$ cat config.mk
export PLATFORM = sky130hd
export DESIGN_NAME = disp_scan_ctrl_flat
export DESIGN_NICKNAME = d
export VERILOG_FILES = /design/src/rtl/disp_scan_ctrl_if.sv /design/src/rtl/disp_scan_ctrl.sv /design/src/flat_wrapper.sv
export SDC_FILE = /design/constraint.sdc
export NUM_CORES = 1
export LEC_CHECK = 0
export ABC_AREA = 1
export CAP_MARGIN = 20
export CORE_MARGIN = 1
export CORE_UTILIZATION = 50
export CTS_CLUSTER_SIZE = 25
export DETAILED_ROUTE_END_ITERATION = 6
export PLACE_DENSITY_LB_ADDON = 0.08
export SYNTH_ARGS = -nofsm -noshare
export SYNTH_HDL_FRONTEND = slang
export SYNTH_SLANG_ARGS = --single-unit
export TNS_END_PERCENT = 10
$ cat constraint.sdc
create_clock -name clk -period 1.9 [get_ports clk]
set_clock_uncertainty 0.15 [all_clocks]
set_input_delay 0.285 -clock clk [delete_from_list [all_inputs] [get_ports clk]]
set_output_delay 0.285 -clock clk [all_outputs]
set_load 0.02 [all_outputs]
$ cat src/rtl/disp_scan_ctrl_if.sv
// disp_scan_ctrl_if: BCD input and scan output bundle between datapath, scanner and segment decoder
interface disp_scan_ctrl_if #(
  parameter int DIGITS = 4,
  parameter int BRIGHT_W = 4
);
  logic enable;
  logic [3:0] number [DIGITS];
  logic [DIGITS-1:0] dp_in;
  logic lz_suppress;
  logic [BRIGHT_W-1:0] brightness;
  logic [3:0] output_number;
  logic dp_out;
  logic blank;
  logic [DIGITS-1:0] digit_select;
  logic frame_tick;
  modport master (
    output enable, number, dp_in, lz_suppress, brightness,
    input output_number, dp_out, blank, digit_select, frame_tick
  );
  modport slave (
    input enable, number, dp_in, lz_suppress, brightness,
    output output_number, dp_out, blank, digit_select, frame_tick
  );
endinterface

$ cat src/rtl/disp_scan_ctrl.sv
// disp_scan_ctrl: multiplexed common-anode 7-segment scanner with dead-time, PWM dimming and leading-zero blanking
module disp_scan_ctrl #(
  parameter int DIGITS = 4,
  parameter int REFRESH_CYCLES = 2**19,
  parameter int BLANK_CYCLES = 1024,
  parameter int BRIGHT_W = 4
) (
  input logic clk,
  input logic reset,
  disp_scan_ctrl_if.slave bus
);
  localparam int CW = $clog2(REFRESH_CYCLES);
  localparam int IW = $clog2(DIGITS);
  localparam logic [CW-1:0] BLANK_LAST = CW'(BLANK_CYCLES - 1);
  localparam logic [CW-1:0] SLOT_LAST = CW'(REFRESH_CYCLES - 1);
  localparam logic [IW-1:0] IDX_LAST = IW'(DIGITS - 1);
  typedef enum logic [1:0] {OFF, BLANK, DRIVE} state_t;
  state_t state_q;
  logic [CW-1:0] cnt_q;
  logic [IW-1:0] idx_q;
  logic [BRIGHT_W-1:0] pwm_q, bright_q;
  logic [3:0] num_q [DIGITS];
  logic [DIGITS-1:0] dp_q, sup, sel_q;
  logic lz_q, allz, drv, slot_end, wrap, latch;
  logic [3:0] onum_q;
  logic dpo_q, blank_q, tick_q;
  assign slot_end = state_q == DRIVE && cnt_q == SLOT_LAST;
  assign wrap = slot_end && idx_q == IDX_LAST;
  assign latch = bus.enable && (state_q == OFF || wrap);
  assign drv = bus.enable && state_q == DRIVE && !sup[idx_q] && (pwm_q < bright_q || &bright_q);
  assign bus.digit_select = sel_q;
  assign bus.output_number = onum_q;
  assign bus.dp_out = dpo_q;
  assign bus.blank = blank_q;
  assign bus.frame_tick = tick_q;
  // a digit is suppressed when it and every more significant shadow digit are zero; digit 0 always shows
  always_comb begin
    sup = '0;
    allz = lz_q;
    for (int i = DIGITS - 1; i > 0; i--) begin
      allz = allz && num_q[i] == 4'd0;
      sup[i] = allz;
    end
  end
  // scan FSM, frame shadow latch and registered display outputs
  always_ff @(posedge clk or posedge reset) begin
    if (reset) begin
      state_q <= OFF;
      cnt_q <= '0;
      idx_q <= '0;
      pwm_q <= '0;
      bright_q <= '0;
      num_q <= '{default: '0};
      dp_q <= '0;
      lz_q <= 1'b0;
      sel_q <= '1;
      onum_q <= 4'd0;
      dpo_q <= 1'b0;
      blank_q <= 1'b1;
      tick_q <= 1'b0;
    end else begin
      sel_q <= drv ? ~(DIGITS'(1) << idx_q) : '1;
      onum_q <= drv ? num_q[idx_q] : 4'd0;
      dpo_q <= drv && dp_q[idx_q];
      blank_q <= !drv;
      tick_q <= latch;
      if (latch) begin
        num_q <= bus.number;
        dp_q <= bus.dp_in;
        lz_q <= bus.lz_suppress;
        bright_q <= bus.brightness;
      end
      if (!bus.enable) begin
        state_q <= OFF;
        cnt_q <= '0;
        idx_q <= '0;
        pwm_q <= '0;
      end else begin
        case (state_q)
          OFF: state_q <= BLANK;
          BLANK: begin
            cnt_q <= cnt_q + CW'(1);
            if (cnt_q == BLANK_LAST) begin
              state_q <= DRIVE;
              pwm_q <= '0;
            end
          end
          DRIVE: begin
            pwm_q <= pwm_q + BRIGHT_W'(1);
            cnt_q <= slot_end ? '0 : cnt_q + CW'(1);
            if (slot_end) begin
              state_q <= BLANK;
              idx_q <= wrap ? '0 : idx_q + IW'(1);
            end
          end
          default: state_q <= OFF;
        endcase
      end
    end
  end
endmodule

$ cat src/flat_wrapper.sv
// flat-port wrapper written by rule: the top's interface ports become plain ports
module disp_scan_ctrl_flat 
#(
  parameter int DIGITS = 4,
  parameter int REFRESH_CYCLES = 2**19,
  parameter int BLANK_CYCLES = 1024,
  parameter int BRIGHT_W = 4
)
  (clk, reset, bus_enable, bus_number, bus_dp_in, bus_lz_suppress, bus_brightness, bus_output_number, bus_dp_out, bus_blank, bus_digit_select, bus_frame_tick);
  disp_scan_ctrl_if #(.DIGITS(DIGITS), .BRIGHT_W(BRIGHT_W)) bus_i ();
  input logic clk;
  input logic reset;
  input wire logic [$bits(bus_i.enable)-1:0] bus_enable;
  input wire logic [$bits(bus_i.number)-1:0] bus_number;
  input wire logic [$bits(bus_i.dp_in)-1:0] bus_dp_in;
  input wire logic [$bits(bus_i.lz_suppress)-1:0] bus_lz_suppress;
  input wire logic [$bits(bus_i.brightness)-1:0] bus_brightness;
  output wire logic [$bits(bus_i.output_number)-1:0] bus_output_number;
  output wire logic [$bits(bus_i.dp_out)-1:0] bus_dp_out;
  output wire logic [$bits(bus_i.blank)-1:0] bus_blank;
  output wire logic [$bits(bus_i.digit_select)-1:0] bus_digit_select;
  output wire logic [$bits(bus_i.frame_tick)-1:0] bus_frame_tick;
  assign bus_i.enable = bus_enable;
  assign bus_i.number = {>>{bus_number}};
  assign bus_i.dp_in = bus_dp_in;
  assign bus_i.lz_suppress = bus_lz_suppress;
  assign bus_i.brightness = bus_brightness;
  assign bus_output_number = bus_i.output_number;
  assign bus_dp_out = bus_i.dp_out;
  assign bus_blank = bus_i.blank;
  assign bus_digit_select = bus_i.digit_select;
  assign bus_frame_tick = bus_i.frame_tick;
  disp_scan_ctrl #(.DIGITS(DIGITS), .REFRESH_CYCLES(REFRESH_CYCLES), .BLANK_CYCLES(BLANK_CYCLES), .BRIGHT_W(BRIGHT_W)) u_core (.clk(clk), .reset(reset), .bus(bus_i));
endmodule
==> flow_summary_export.csv <==
group,metric,value,unit
yosys,synth_top_family_by_area,"simple AND/OR/NAND/NOR gates",
grt,grtUsageMet1,33.7,%
die,top_level_ports,39,
grt,globalRouteMet2Util,30.6,%
critical_path,worstPathRequired,1.97,ns
route,drc,0,
clock_network,clk_latency,0.33,ns
yosys,yosys_warnings,0,
placement,hpwlAfterDp,5.08,mm
critical_path,cp.arrival,1.84,ns
yosys,syn_area_per_cell,8.54,um^2
route,dr.pass1.iters,4,
critical_path,endpoint_kind,"register",
job,drv_cap,0,
final_layout,fillers,564,
yosys,synth-compound-area-share,9.71,%
yosys,yosysTopAreaCell,"dfrtp_1",
placement,gp_congestion,0.832,
critical_path,worst-setup-path-type,"reg -> reg",
route,finalWirelength,6.76,mm
clock_network,numCtsBuffers,9,
grt,antenna_found_initial,0,
die,die_h,83.4,um
yosys,synth.net_count,425,
yosys,synthXorXnorAreaFrac,1.59,%
placement,port_buffers,38,
yosys,syn-cell-area,3310,um^2
final_layout,areaGrowthSynthToFinish,27.2,%
critical_path,crit_chain,"ha_2, inv_1, nor2_2, nand2_4, nor2_8, nand3_1, nand2_1, buf_4, o21ai_0",
die,dieArea,6960,um^2
critical_path,cpPeakStageDelay,0.40,ns
clock_network,clk_path_buf_depth,2,
sta,slew_violations,0,
route,drtIter0Drc,121,
critical_path,worst_path_max_delay_cell,"dfrtp_1",
sta,post-route-min-period,1.77,ns
grt,grt_start_max_net_pins,27,
sta,timing.final.ws_setup,0.131,ns
clock_network,htree_levels,3,
grt,grt.busiest_layer,"met1",
yosys,yosys.area_share.simple,29.0,%
clock_network,cts-root-buf,"clkbuf_8",
critical_path,r2r.worst_path.cells,9,
clock_network,cts.sinks,63,
grt,grt_use_met3,4.17,%
power,power_density,1050,nW/um^2
power,pwr-share-clk,26.1,%
grt,grt_util_all_layers,22.1,%
final_layout,antenna_cells,0,
sta,fmax,565,MHz
yosys,synth_edf_count,0,
power,cellInternalPower,2930,uW
grt,overflow,0,
sta,setup-violations-final,0,
placement,dp.cells,521,
clock_network,cts_tree,"done",
yosys,synth_cell_type_count,35,
power,power_switching,1490,uW
power,p_sw_share,33.7,%
die,coreArea,6390,um^2
sta,maxSlewHeadroom,71.8,%
status,status,"complete, no violations",
route,antenna_left,0,
placement,post-place-ws,-0.0219,ns
route,wl_per_cell,12.5,um
grt,grt_pass1_wl,12.1,mm
yosys,synth_fa_ha_area_share,3.40,%
grt,grt_pass1_vias,2613,
power,p_seq_share,41.8,%
clock_network,cts.clk_slew.worst_paths,0.07,ns
yosys,async_flop_share,100,%
yosys,synth-seq-cells,63,
yosys,ys_seq_area_share,47.8,%
yosys,synth.area.top_cells,"dfrtp_1, nand2_1, inv_1",
die,rows,29,
yosys,syn_inst,388,
route,vias,2656,
power,leakage,0.00203,uW
power,combPwrFrac,32.1,%
sta,worst_slew_pin_slew,0.422,ns
yosys,netlist.area_leader.share,43.8,%
yosys,synthMuxAreaShare,0,%
final_layout,stdcell_count,540,
final_layout,drive_above_1_share,21.8,%
power,ir_worst_vdd,0.625,mV
final_layout,nets,495,
sta,hold_viol,0,
worst_hold_path,worstHoldPathType,"in -> async",
yosys,ys.flop_type,"dfrtp_1",
critical_path,cp-start-kind,"register",
critical_path,critPathMaxFanout,13,
sta,period_share,93.1,%
route,vias_per_cell,4.92,
sta,rsz0062_at_grt,"true",
die,start_util,51.9,%
final_layout,utilization,66.0,%
die,die_w,83.4,um
==> registers in the layout, indices dropped and copies added, names as in the netlist <==
register / flops
u_core.bus.output_number: 4
u_core.dp_q: 4
u_core.cnt_q: 19
u_core.state_q: 2
u_core.bus.frame_tick: 1
u_core.bright_q: 4
u_core.bus.dp_out: 1
u_core.num_q: 16
u_core.lz_q: 1
u_core.idx_q: 2
u_core.bus.blank: 1
u_core.bus.digit_select: 4
u_core.pwm_q: 4
==> final timing paths <==
kind | to | slack, ns | startpoint
max | u_core.cnt_q[1] | 0.13 | u_core.cnt_q[0]
min | u_core.cnt_q[4] | 0.14 | reset
max reg2reg | u_core.cnt_q[1] | 0.13 | u_core.cnt_q[0]
min reg2reg | u_core.dp_q[3] | 0.36 | u_core.dp_q[3]
max in group asynchronous | u_core.bus.digit_select[0] | 0.92 | reset
min in group clk | u_core.num_q[0] | 0.33 | bus_number[0]
==> logic make-up (layout without fill, tap and decap cells) <==
kind of cell / count (synthesis) / count (layout)
AO/OA/AOI/OAI: 52 / 52
XOR/XNOR: 6 / 6
adder cells (fa/ha/maj): 9 / 9
buffers and inverters: 60 / 135
flip-flops: 63 / 63
AND/OR/NAND/NOR: 198 / 198
==> synthesized netlist by cell type (5+ instances only) <==
cell,n
dfrtp_1,58
inv_1,50
nand2_2,17
a21oi_1,13
nor3_1,9
dfstp_2,5
nor2_1,41
ha_1,9
nand3_1,27
nand2_1,79
o21ai_0,19
nand4_1,10
o21ai_2,14
==> critical path: cells and delay by family, from the launching register on <==
family,cells,cell delay [ns]
compound gates,1,0.09
fa+ha+maj,1,0.21
buf+inv,2,0.26
simple gates,5,0.54
flops,1,0.40
==> what timing repair did <==
item                                    CTS  global route
setup buffers                             0             3
endpoints found under the setup margin    0            51
resized for setup                         0            10
hold buffers                              0             0
hold endpoints to repair                  0             0
==> layout by cell type (no fill, tap or decap), types with 2 or more instances in the layout <==
cell type        synthesis  layout
a21oi_1                 13      13
buf_12                   2       5
buf_4                    1      26
clkbuf_8                 0      10
clkdlybuf4s50_1          0      33
clkinv_2                 0       3
clkinvlp_4               0       3
dfrtp_1                 58      58
dfstp_2                  5       5
dlymetal6s2s_1           0       5
ha_1                     9       8
inv_1                   50      49
nand2_1                 79      79
nand2_2                 17      17
nand3_1                 27      26
nand4_1                 10      10
nor2_1                  41      39
nor2_2                   2       4
nor2_4                   2       2
nor3_1                   9       9
nor3b_1                  2       2
o21ai_0                 19      18
o21ai_1                  3       4
o21ai_2                 14      14
or2_2                    3       3
xnor2_1                  2       2
xor2_1                   4       4
==> per-layer routing <==
| metal | vias to the layer above | wire length [um] |
|---|---|---|
| met3 | 4 | 259 |
| li1 | 1378 | - |
| met4 | 0 | 64 |
| met1 | 1232 | 3570 |
| met2 | 42 | 2870 |
| met5 | - | 0 |
==> layout make-up <==
class                      instances  area (um^2)  share of cell area, %
clock inverter                     6         60.1                   1.42
clock buffer                      10          138                   3.27
inverter                          50          191                   4.54
timing repair buffer              69          688                   16.3
tap                               77         96.3                   2.29
sequential                        63         1580                   37.5
multi-input combinational        265         1460                   34.6
==> power by group through the flow <==
stage               sequential, uW  combinational [uW]  clock, uW
finish                        1850                1420       1150
global route                  1890                1610       1250
CTS                           1850                1410       1190
detailed placement            1870                1400          0
global placement              1860                1370          0
floorplan                     1840                 959          0
==> metrics by stage <==
| step | instance area (um^2) | setup TNS [ns] | hold slack [ns] | power [uW] |
|---|---|---|---|---|
| global placement | 3970 | -0.166 | 0.347 | 3220 |
| finish | 4220 | 0 | 0.145 | 4420 |
| floorplan | 3320 | 0 | 0.244 | 2800 |
| global route | 4220 | -0.00472 | 0.164 | 4760 |
| detailed placement | 3970 | -0.210 | 0.349 | 3260 |
| CTS | 4170 | 0 | 0.148 | 4440 |
Power figures use the tool's default switching activity.
